--- src/rtl/seq_det_pkg.sv ---
// Shared types and default constants for the serial pattern detector.
package seq_det_pkg;

    typedef enum logic {
        FILL  = 1'b0,
        ARMED = 1'b1
    } det_state_t;

    localparam int         PAT_W_DEF    = 6;
    localparam logic [5:0] PAT_INIT_DEF = 6'b101001;
    localparam int         CNT_W_DEF    = 6;

endpackage

--- src/rtl/sat_counter.sv ---
// Saturating up-counter with a sticky "reached maximum" flag; clear wins
// over the old value but a simultaneous increment still counts.
module sat_counter #(
    parameter int WIDTH = 6
) (
    input  logic             i_clk,
    input  logic             i_reset,
    input  logic             inc,
    input  logic             clr,
    output logic [WIDTH-1:0] count,
    output logic             at_max
);

    localparam logic [WIDTH-1:0] MAX_VAL = '1;

    logic [WIDTH-1:0] count_reg;
    logic [WIDTH-1:0] count_next;
    logic             at_max_reg;
    logic             at_max_next;

    always_comb begin
        count_next = count_reg;
        if (clr) begin
            count_next = inc ? WIDTH'(1) : '0;
        end else if (inc && (count_reg != MAX_VAL)) begin
            count_next = count_reg + WIDTH'(1);
        end
        at_max_next = (clr ? 1'b0 : at_max_reg) | (count_next == MAX_VAL);
    end

    always_ff @(posedge i_clk or posedge i_reset) begin
        if (i_reset) begin
            count_reg  <= '0;
            at_max_reg <= 1'b0;
        end else begin
            count_reg  <= count_next;
            at_max_reg <= at_max_next;
        end
    end

    assign count  = count_reg;
    assign at_max = at_max_reg;

endmodule

--- src/rtl/seq_pattern_detector.sv ---
// Serial pattern detector with run-time pattern load, overlap control and a
// saturating hit counter. Optional per-bit compare mask: SEQ_DET_MASK_EN.
module seq_pattern_detector
    import seq_det_pkg::*;
#(
    parameter int               PAT_W    = PAT_W_DEF,
    parameter logic [PAT_W-1:0] PAT_INIT = PAT_W'(PAT_INIT_DEF),
    parameter int               CNT_W    = CNT_W_DEF
) (
    input  logic             i_clk,
    input  logic             i_reset,
    input  logic             i_valid,
    input  logic             i_data,
    input  logic             i_overlap,
    input  logic             i_pat_load,
    input  logic [PAT_W-1:0] i_pat,
`ifdef SEQ_DET_MASK_EN
    input  logic [PAT_W-1:0] i_mask,
`endif
    input  logic             i_cnt_clr,
    output logic             o_pattern_found,
    output logic [CNT_W-1:0] o_count,
    output logic             o_count_end
);

    localparam int                FILL_W    = $clog2(PAT_W);
    localparam logic [FILL_W-1:0] FILL_MAX  = FILL_W'(PAT_W - 1);
    localparam logic [FILL_W-1:0] FILL_LAST = FILL_W'(PAT_W - 2);

    logic [PAT_W-2:0]  hist_reg;
    logic [FILL_W-1:0] fill_reg;
    det_state_t        state_reg;
    logic [PAT_W-1:0]  pat_reg;
    logic [PAT_W-1:0]  mask;
    logic              found_reg;

    logic [PAT_W-1:0]  window;
    logic [PAT_W-1:0]  bit_match;
    logic              hit;

`ifdef SEQ_DET_MASK_EN
    logic [PAT_W-1:0] mask_reg;
    assign mask = mask_reg;
`else
    assign mask = '1;
`endif

    // The incoming bit completes the window, so a match is seen on the same edge.
    assign window = {hist_reg, i_data};

    generate
        for (genvar gi = 0; gi < PAT_W; gi++) begin : g_cmp
            assign bit_match[gi] = ~mask[gi] | (window[gi] == pat_reg[gi]);
        end
    endgenerate

    assign hit = (state_reg == ARMED) && i_valid && !i_pat_load && (&bit_match);

    always_ff @(posedge i_clk or posedge i_reset) begin
        if (i_reset) begin
            hist_reg  <= '0;
            fill_reg  <= '0;
            state_reg <= FILL;
            pat_reg   <= PAT_INIT;
            found_reg <= 1'b0;
`ifdef SEQ_DET_MASK_EN
            mask_reg  <= '1;
`endif
        end else begin
            found_reg <= hit;
            if (i_pat_load) begin
                pat_reg   <= i_pat;
`ifdef SEQ_DET_MASK_EN
                mask_reg  <= i_mask;
`endif
                fill_reg  <= '0;
                state_reg <= FILL;
            end else if (i_valid) begin
                hist_reg <= window[PAT_W-2:0];
                case (state_reg)
                    FILL: begin
                        fill_reg <= fill_reg + FILL_W'(1);
                        if (fill_reg == FILL_LAST) begin
                            state_reg <= ARMED;
                        end
                    end
                    ARMED: begin
                        // Non-overlapping: the next match must be built from fresh bits.
                        if (hit && !i_overlap) begin
                            fill_reg  <= '0;
                            state_reg <= FILL;
                        end else begin
                            fill_reg <= FILL_MAX;
                        end
                    end
                    default: begin
                        fill_reg  <= '0;
                        state_reg <= FILL;
                    end
                endcase
            end
        end
    end

    sat_counter #(
        .WIDTH (CNT_W)
    ) u_hit_cnt (
        .i_clk   (i_clk),
        .i_reset (i_reset),
        .inc     (hit),
        .clr     (i_cnt_clr),
        .count   (o_count),
        .at_max  (o_count_end)
    );

    assign o_pattern_found = found_reg;

endmodule

--- config.mk ---
export PLATFORM = sky130hd
export DESIGN_NAME = seq_pattern_detector
export DESIGN_NICKNAME = d
export VERILOG_FILES = /design/src/rtl/seq_det_pkg.sv /design/src/rtl/sat_counter.sv /design/src/rtl/seq_pattern_detector.sv
export SDC_FILE = /design/constraint.sdc
export NUM_CORES = 1
export LEC_CHECK = 0
export ABC_AREA = 1
export CAP_MARGIN = 30
export CORE_ASPECT_RATIO = 0.8
export CORE_MARGIN = 2
export CORE_UTILIZATION = 35
export CTS_CLUSTER_DIAMETER = 100
export CTS_CLUSTER_SIZE = 40
export DETAILED_ROUTE_END_ITERATION = 6
export GPL_TIMING_DRIVEN = 0
export PLACE_DENSITY = 0.64
export SLEW_MARGIN = 20
export SYNTH_ARGS = -nofsm -noshare
export SYNTH_HDL_FRONTEND = slang
export SYNTH_SLANG_ARGS = --single-unit
--- constraint.sdc ---
create_clock -name i_clk -period 1.3 [get_ports i_clk]
set_input_delay 0.26 -clock i_clk [delete_from_list [all_inputs] [get_ports i_clk]]
set_output_delay 0.26 -clock i_clk [all_outputs]
set_load 0.01 [all_outputs]
==> results.toml <==
[grt]
grt_overflow = 0
grt_pass1_wl_mm = 4.55
antenna_found_initial = 0
grt_use_total_pct = 14.4
grt_pass1_vias = 1094
grt_max_degree = 24

[layout]
fillCellCount = 329
num_antenna_cells = 0
utilization_pct = 51.2
drive_gt1_share_pct = 29.9
multiInputGateArea_um2 = 641
finalNetCount = 214
area_growth_pct = 41.2
register_area_um2 = 582

[cts]
holdBufCountCts = 0
clk-insertion-delay-late_ns = 0.27
cts.sinks = 23
path_clk_slew_ns = 0.09
cts.htree.levels = 1
cts_root_buf = "clkbuf_8"
cts_tree = "yes"
cts.path.max_buffers = 2
cts-buffers-inserted = 3

[logic_synthesis]
yosysMostFrequentCell = "nand2_1"
syn_avg_cell_area_um2 = 7.70
yosys-top-cells-area = "dfrtp_1 41%, nand2_1 17%, inv_1 9.1%"
syn_inst = 160
synth_top_area_share_pct = 40.6
synth_xor_xnor_area_share_pct = 3.55
netlist_area_mm2 = 0.00123
synth-main-ff-cell = "dfrtp_1"
synth_cell_types = 20
ys_ff_latch = 23
synth_nets = 176
synth-compound-area-share_pct = 7.31
yosysSeqAreaShare_pct = 47.0
yosys_warnings = 0
async_flop_share_pct = 100
synth-edff-count = 0
synth-adder-area-share_pct = 3.05
synth_top_area_cell = "dfrtp_1"
synth.top_cells.by_count = "55 x nand2_1, 30 x inv_1, 20 x dfrtp_1, 12 x o21ai_0, 9 x nand3_1"
yosys.area_share.simple_pct = 29.3
synth_top_family_by_area = "simple AND/OR/NAND/NOR gates"
synth.mux.area_fraction_pct = 0

[power_and_ir_drop]
peakVddDrop_uv = 489
leakage_nw = 0.903
finalPower_mw = 1.50
power_density_mw_per_mm2 = 861

[critical_path]
crit_fanout = 5
worstRegToRegCells = 13
timing.rr.start = "pat_reg[3]$_DFFE_PP1P_"
worst_setup_path_start_kind = "flop"
cp-startpoint = "pat_reg[3]$_DFFE_PP1P_"
crit_type = "reg2reg"
critPathArrivalTime_ns = 1.83
critPathCaptureType = "flop"
critPathRequiredTime_ns = 1.46

[run_status]
violations = "negative setup slack"
outcome = "complete, but fails checks"

[floorplan]
fp.dieArea_mm2 = 0.00401
initial_core_util_pct = 36.3
rows = 19
num_io_pins = 21
die-height_um = 57.1
core_mm2 = 0.00340
die_w_um = 70.3

[timing]
setup_slack_ns = -0.373
slew_violations = 0
hold_viol_final = 0
relSlewSlack_pct = 71.5
fmax_mhz = 598
finalCriticalPeriod_ns = 1.67
tightest_slew_ns = 0.428
finClkSkew_ns = 0.00621
grt_setup_unrepaired = "yes"
setup_viol = 10
finalCritPeriodShare_pct = 129

[place]
dp.final_hpwl_mm = 1.71
numPortBuffers = 20
place.gp.congestion = 0.836

[drt]
dr.first_iter.drc_count = 48
drt_pass1_iterations = 4
num_vias = 1095
avgViaCountPerCell = 4.58
drcViolationCount = 0
ant_nets = 0
avgRoutedWirePerCell_um = 11.3
wirelength_mm = 2.69

[run]
max_cap_violations = 0

[min_path]
hold_class = "in2async"
metrics by stage:
step	TNS (ns)	cells	worst slack [ns]	cell area, um2	hold WS [ns]
after floorplan	-0.506	160	-0.167	1250	0.260
after global placement	-7.90	222	-0.638	1500	0.468
after detailed placement	-8.50	222	-0.612	1500	0.474
after CTS	-2.24	237	-0.331	1650	0.489
after global routing	-3.73	239	-0.500	1740	0.322
final	-2.70	239	-0.373	1740	0.279
power by group:
group	leakage, nW	total (mW)	internal [mW]	switching (mW)
clock	0.0228	0.459	0.219	0.240
combinational	0.586	0.235	0.102	0.133
sequential	0.295	0.804	0.771	0.0336
worst max-delay path, cell delays in order (launching register included):
cell and delay [ns]:
dfstp_2 0.55, inv_2 0.03, nand2_1 0.04, nand2_1 0.05, nor2_2 0.15, nand2_4 0.10, nor2_8 0.16, nand2_4 0.10
nand2_2 0.08, nand2_2 0.05, nand2_2 0.08, nor2_4 0.04, nand3_2 0.06, nand2_1 0.05
layout by cell type, fill, tap and decap left out, drive strengths merged, types with 3 or more instances in the layout:
cell / instances
nor2: 10
nand3: 12
clkdlybuf4s50: 12
dfrtp: 20
dfstp: 3
nand2: 58
a21oi: 3
buf: 12
xnor2: 4
ha: 3
inv: 31
clkbuf: 5
o21ai: 12
dlygate4sd2: 7
cells by family after synthesis:
kind of cell | Yosys count
xor gates and xnor gates | 5
DFF | 23
AOI/OAI and AO/OA | 17
buffers and inverters | 32
adders and majority gates | 3
and+or+nand+nor | 80
path summary, 6_finish.rpt:
| check | endpoint | slack, ns |
|---|---|---|
| max | u_hit_cnt.at_max$_DFF_PP0_ | -0.37 |
| max reg2reg | u_hit_cnt.at_max$_DFF_PP0_ | -0.37 |
| min | pat_reg[4]$_DFFE_PP0P_ | 0.28 |
| min reg2reg | pat_reg[3]$_DFFE_PP1P_ | 0.49 |
| max in group asynchronous | u_hit_cnt.count[5]$_DFF_PP0_ | 0.57 |
| min in group i_clk | pat_reg[3]$_DFFE_PP1P_ | 0.49 |
layout make-up:
cell class | count | area share [%]
buffer | 1 | 0.216
clock buffer | 4 | 2.59
inverter | 31 | 6.69
multi-input combinational | 106 | 36.8
sequential | 23 | 33.4
tap | 42 | 3.02
timing repair buffer | 32 | 17.3
routing by layer:
metal	up-vias	global-route usage, %	part of all wire [%]
li1	564	-	-
met1	502	17.5	46
met2	23	24.3	48
met3	6	4.24	4.3
met4	0	5.77	1.7
met5	-	0	0
what timing repair did:
item                       in CTS  in global routing
hold endpoints to repair        0                  0
resized for setup              20                 23
cloned                          1                  0
setup buffers                  10                  2
setup endpoints to repair      18                 11
pin swaps                       4                 19
Note: power is estimated with default switching activity, not from simulation.
==> RTL edit 1 (same settings) <==
The package constant `PAT_W_DEF` goes from 6 to 12.
--- a/src/rtl/seq_det_pkg.sv
+++ b/src/rtl/seq_det_pkg.sv
@@ -6,7 +6,7 @@
         ARMED = 1'b1
     } det_state_t;
 
-    localparam int         PAT_W_DEF    = 6;
+    localparam int         PAT_W_DEF    = 12;
     localparam logic [5:0] PAT_INIT_DEF = 6'b101001;
     localparam int         CNT_W_DEF    = 6;
 
Interface: changed (resized i_pat); port bits go from 21 to 27. No check against the original RTL was run, so the function may have changed too.
==> RTL edit 1 against the original RTL <==
The run still ends with negative setup slack left; sequential cell count is 13 higher; largest power group unchanged; total power up 89%; area after synthesis up 62%; wire length increased by 76%; cell area increased by 54%; setup slack worse by 0.11 ns; highest routed layer unchanged; largest cell class unchanged; worst hold slack got worse by 0.060 ns.
==> RTL edit 1: results (changes against the original RTL) <==
VDD IR max=0.439 mV (-10%); HPWL reported at the end of detailed placement=3.43 mm (+100%); post-CTS sizing=32 (+60%); largest net degree at the start of global routing=22 (-8.3%); area post-placement=2390 um^2 (+59%); Hold Path Class=in2reg; Starting DRT DRC Count=78 (+63%); post-route worst setup slack=-0.485 ns (-0.111 ns); top cells by area, synth=dfrtp_1 (41%), nand2_1 (18%), inv_1 (8.3%), o21ai_0 (6.0%), dfstp_2 (3.9%); Adder-Cell Fraction of Synth Area=1.88% (-1.2 points); vias per cell=4.49 (-2.0%); postcts setup bufs=11 (+1); Synthesized Nets=298 (+69%); Synth cell types=29 (+45%); status=finished, violations left; final wirelength=4.74 mm (+76%); worst-path maximum fanout=6 (+1); cts bufs inserted=5 (+2); fill cell count=573 (+74%); worst skew pair latency=0.29 ns (+0.02 ns); Synth Area in Compound Gates=8.77% (+1.5 points); failing checks=negative setup slack; Setup violations, final=11 (+1); reg2reg start=pat_reg[0]$_DFFE_PP1P_; register area share after synthesis=45.3% (-1.7 points); Synth Area in XOR/XNOR=1.31% (-2.2 points); Setup Skew=0.00746 ns (+0.00126 ns); DP Worst Slack=-0.828 ns (-0.216 ns)
-- RTL edit 1: cell types whose count changed in the layout (fill, tap and decap cells not counted), sizes merged, moves of 2 or more --
| cell | delta |
|---|---|
| xnor2 | -3 |
| clkdlybuf4s50 | +4 |
| clkbuf | +7 |
| nand3 | +2 |
| nor3 | +3 |
| buf | +8 |
| nor2 | +15 |
| nand2 | +38 |
| inv | +17 |
| nand4 | +5 |
| o21ai | +13 |
| dfrtp | +13 |
-- RTL edit 1: final cells by class --
cell class	count	area share [%]
Multi-Input combinational cell	185	36.3
Sequential cell	36	33.7
Timing Repair Buffer	41	14.5
Inverter	49	6.90
Clock buffer	8	3.73
Tap cell	78	3.63
Buffer	6	1.26
-- RTL edit 1: metal layers --
metal | vias to the layer above | GRT usage [%] | routed length [um]
li1 | 945 | - | -
met1 | 830 | 22.4 | 2340
met2 | 29 | 25.6 | 2150
met3 | 5 | 3.80 | 207
met4 | 0 | 5.39 | 38
met5 | - | 0 | 0
==> RTL edit 2 (same settings) <==
Without the edit above. Register the inputs `i_valid`, `i_data`, `i_overlap`, `i_pat_load`, `i_pat` and `i_cnt_clr` before use, without a reset. The logic sees them one clock later.
--- a/src/rtl/seq_pattern_detector.sv
+++ b/src/rtl/seq_pattern_detector.sv
@@ -27,6 +27,22 @@
     localparam logic [FILL_W-1:0] FILL_MAX  = FILL_W'(PAT_W - 1);
     localparam logic [FILL_W-1:0] FILL_LAST = FILL_W'(PAT_W - 2);
 
+    logic i_valid_q;
+    logic i_data_q;
+    logic i_overlap_q;
+    logic i_pat_load_q;
+    logic [PAT_W-1:0] i_pat_q;
+    logic i_cnt_clr_q;
+
+    always_ff @(posedge i_clk) begin
+        i_valid_q    <= i_valid;
+        i_data_q     <= i_data;
+        i_overlap_q  <= i_overlap;
+        i_pat_load_q <= i_pat_load;
+        i_pat_q      <= i_pat;
+        i_cnt_clr_q  <= i_cnt_clr;
+    end
+
     logic [PAT_W-2:0]  hist_reg;
     logic [FILL_W-1:0] fill_reg;
     det_state_t        state_reg;
@@ -46,7 +62,7 @@
 `endif
 
     // The incoming bit completes the window, so a match is seen on the same edge.
-    assign window = {hist_reg, i_data};
+    assign window = {hist_reg, i_data_q};
 
     generate
         for (genvar gi = 0; gi < PAT_W; gi++) begin : g_cmp
@@ -54,7 +70,7 @@
         end
     endgenerate
 
-    assign hit = (state_reg == ARMED) && i_valid && !i_pat_load && (&bit_match);
+    assign hit = (state_reg == ARMED) && i_valid_q && !i_pat_load_q && (&bit_match);
 
     always_ff @(posedge i_clk or posedge i_reset) begin
         if (i_reset) begin
@@ -68,14 +84,14 @@
 `endif
         end else begin
             found_reg <= hit;
-            if (i_pat_load) begin
-                pat_reg   <= i_pat;
+            if (i_pat_load_q) begin
+                pat_reg   <= i_pat_q;
 `ifdef SEQ_DET_MASK_EN
                 mask_reg  <= i_mask;
 `endif
                 fill_reg  <= '0;
                 state_reg <= FILL;
-            end else if (i_valid) begin
+            end else if (i_valid_q) begin
                 hist_reg <= window[PAT_W-2:0];
                 case (state_reg)
                     FILL: begin
@@ -86,7 +102,7 @@
                     end
                     ARMED: begin
                         // Non-overlapping: the next match must be built from fresh bits.
-                        if (hit && !i_overlap) begin
+                        if (hit && !i_overlap_q) begin
                             fill_reg  <= '0;
                             state_reg <= FILL;
                         end else begin
@@ -108,7 +124,7 @@
         .i_clk   (i_clk),
         .i_reset (i_reset),
         .inc     (hit),
-        .clr     (i_cnt_clr),
+        .clr     (i_cnt_clr_q),
         .count   (o_count),
         .at_max  (o_count_end)
     );
Behaviour: not the same (a bounded check fails within 10 cycles, from zero or initial values and one cycle with i_reset high).
==> RTL edit 2 against the original RTL <==
The flow still finishes with violations (negative setup slack); worst hold slack got worse by 0.058 ns; global-route usage increased by 0.27 points; first-iteration DRC count decreased by 40%; sequential share of layout area increased by 2.7 points; area after synthesis increased by 29%; wire length increased by 24%; largest power group unchanged; cell area increased by 28%; via count increased by 24%; maximum frequency increased by 2.0%; total power increased by 70%; sequential cell count increased by 11; setup slack improved by 0.032 ns; combinational power increased by 58%; utilization increased by 0.66 points.
==> RTL edit 2: results (changes against the original RTL) <==
Starting DRT DRC Count=29 (-40%); clock-cell share of area=5.24% (+2.7 points); clkbuf count=7 (+3); met2 usage=22.0% (-2.3 points); #FFs+latches synth=34 (+48%); FF/Latch Area=802 um^2 (+38%); vias per cell=4.59 (+0.28%); Leak=1.09 nW (+21%); Seq group=1.18 mW (+47%); Setup Skew=0.00800 ns (+0.00179 ns); Synth Area in XOR/XNOR=2.20% (-1.4 points); vias in the first global route=1233 (+13%); post-route worst setup slack=-0.341 ns (+0.0320 ns); Clock Pin Slew Worst Setup and Hold Paths=0.07 ns (-0.02 ns); M3 GR Usage=4.24% (about the same); register area share after synthesis=50.2% (+3.2 points); first-pass GRT wire length=5.66 mm (+25%); failing checks=negative setup slack; fill cell count=413 (+26%); area post-placement=1870 um^2 (+24%); Inverters, non-clock=33 (+6.5%); wl on met1=1.66 mm (+35%); worst reg-to-reg path cell count=12 (-1); Synth cell types=26 (+30%); buffering overhead=14.5% (-3.0 points); fin nets=254 (+19%); Setup Total Neg Slack=-2.23 ns (+0.463 ns); Flop pwr share=46.4% (-7.3 points); status=finished, violations left; htree depth=2 (+1); Setup violations, final=10 (unchanged); top cells by area, synth=dfrtp_1 (31%), dfxtp_1 (14%), nand2_1 (13%), inv_1 (7.1%), dfstp_2 (4.9%); Syn Inst Count=194 (+21%); gpl congestion=0.814 (-2.7%); multi-input gate share of total cell area=35.4% (-1.4 points); Synthesized Nets=210 (+19%); placed cells=271 (+22%); full die area=5110 um^2 (+27%); comb pwr=372 uW (+58%); Non-clk bufs=37 (+12%); multi-input gate count=127 (+20%); post-CTS sizing=30 (+50%); Synth top cells by count=nand2_1 (55), inv_1 (30), dfrtp_1 (20); metal3 WL=150 um (+30%); share of cells above drive strength 1=28.0% (-1.9 points); ys async rst share=67.6% (-32 points); multi-input logic area=786 um^2 (+23%); Adder-Cell Fraction of Synth Area=2.36% (-0.69 points); GRT Util Overall=14.7% (+0.27 points); cts bufs inserted=5 (+2); Non-Filler Instances=296 (+24%)
[RTL edit 2: changes by cell type after synthesis, sizes merged]
cell    unedited run  this run
a21oi              3         2
clkbuf             1         2
dfxtp              0        11
inv               31        33
nand2             58        59
nand3             12        14
nand3b             0         2
nand4              1         9
nor2               9        17
nor4               0         1
o21ai             12        11
o21bai             0         1
xnor2              4         2
xor2               1         2
[RTL edit 2: kinds of logic (layout without fill, tap and decap cells)]
family                     after synthesis  count (layout)
and+or+nand+nor                        102             104
xor gates and xnor gates                 4               4
buffers and inverters                   35              78
AOI/OAI and AO/OA                       16              16
DFF                                     34              34
adders and majority gates                3               3
[RTL edit 2: critical path, cell delays in order (launching register included)]
cell	delay, ns
dfstp_2	0.54
inv_2	0.04
nand2_2	0.07
nand2_4	0.06
nor2_4	0.15
nand2_4	0.10
nor2_8	0.14
nand3_2	0.10
nand2_2	0.08
nand3_2	0.07
nor2_2	0.11
nand3_1	0.07
nand2_1	0.06
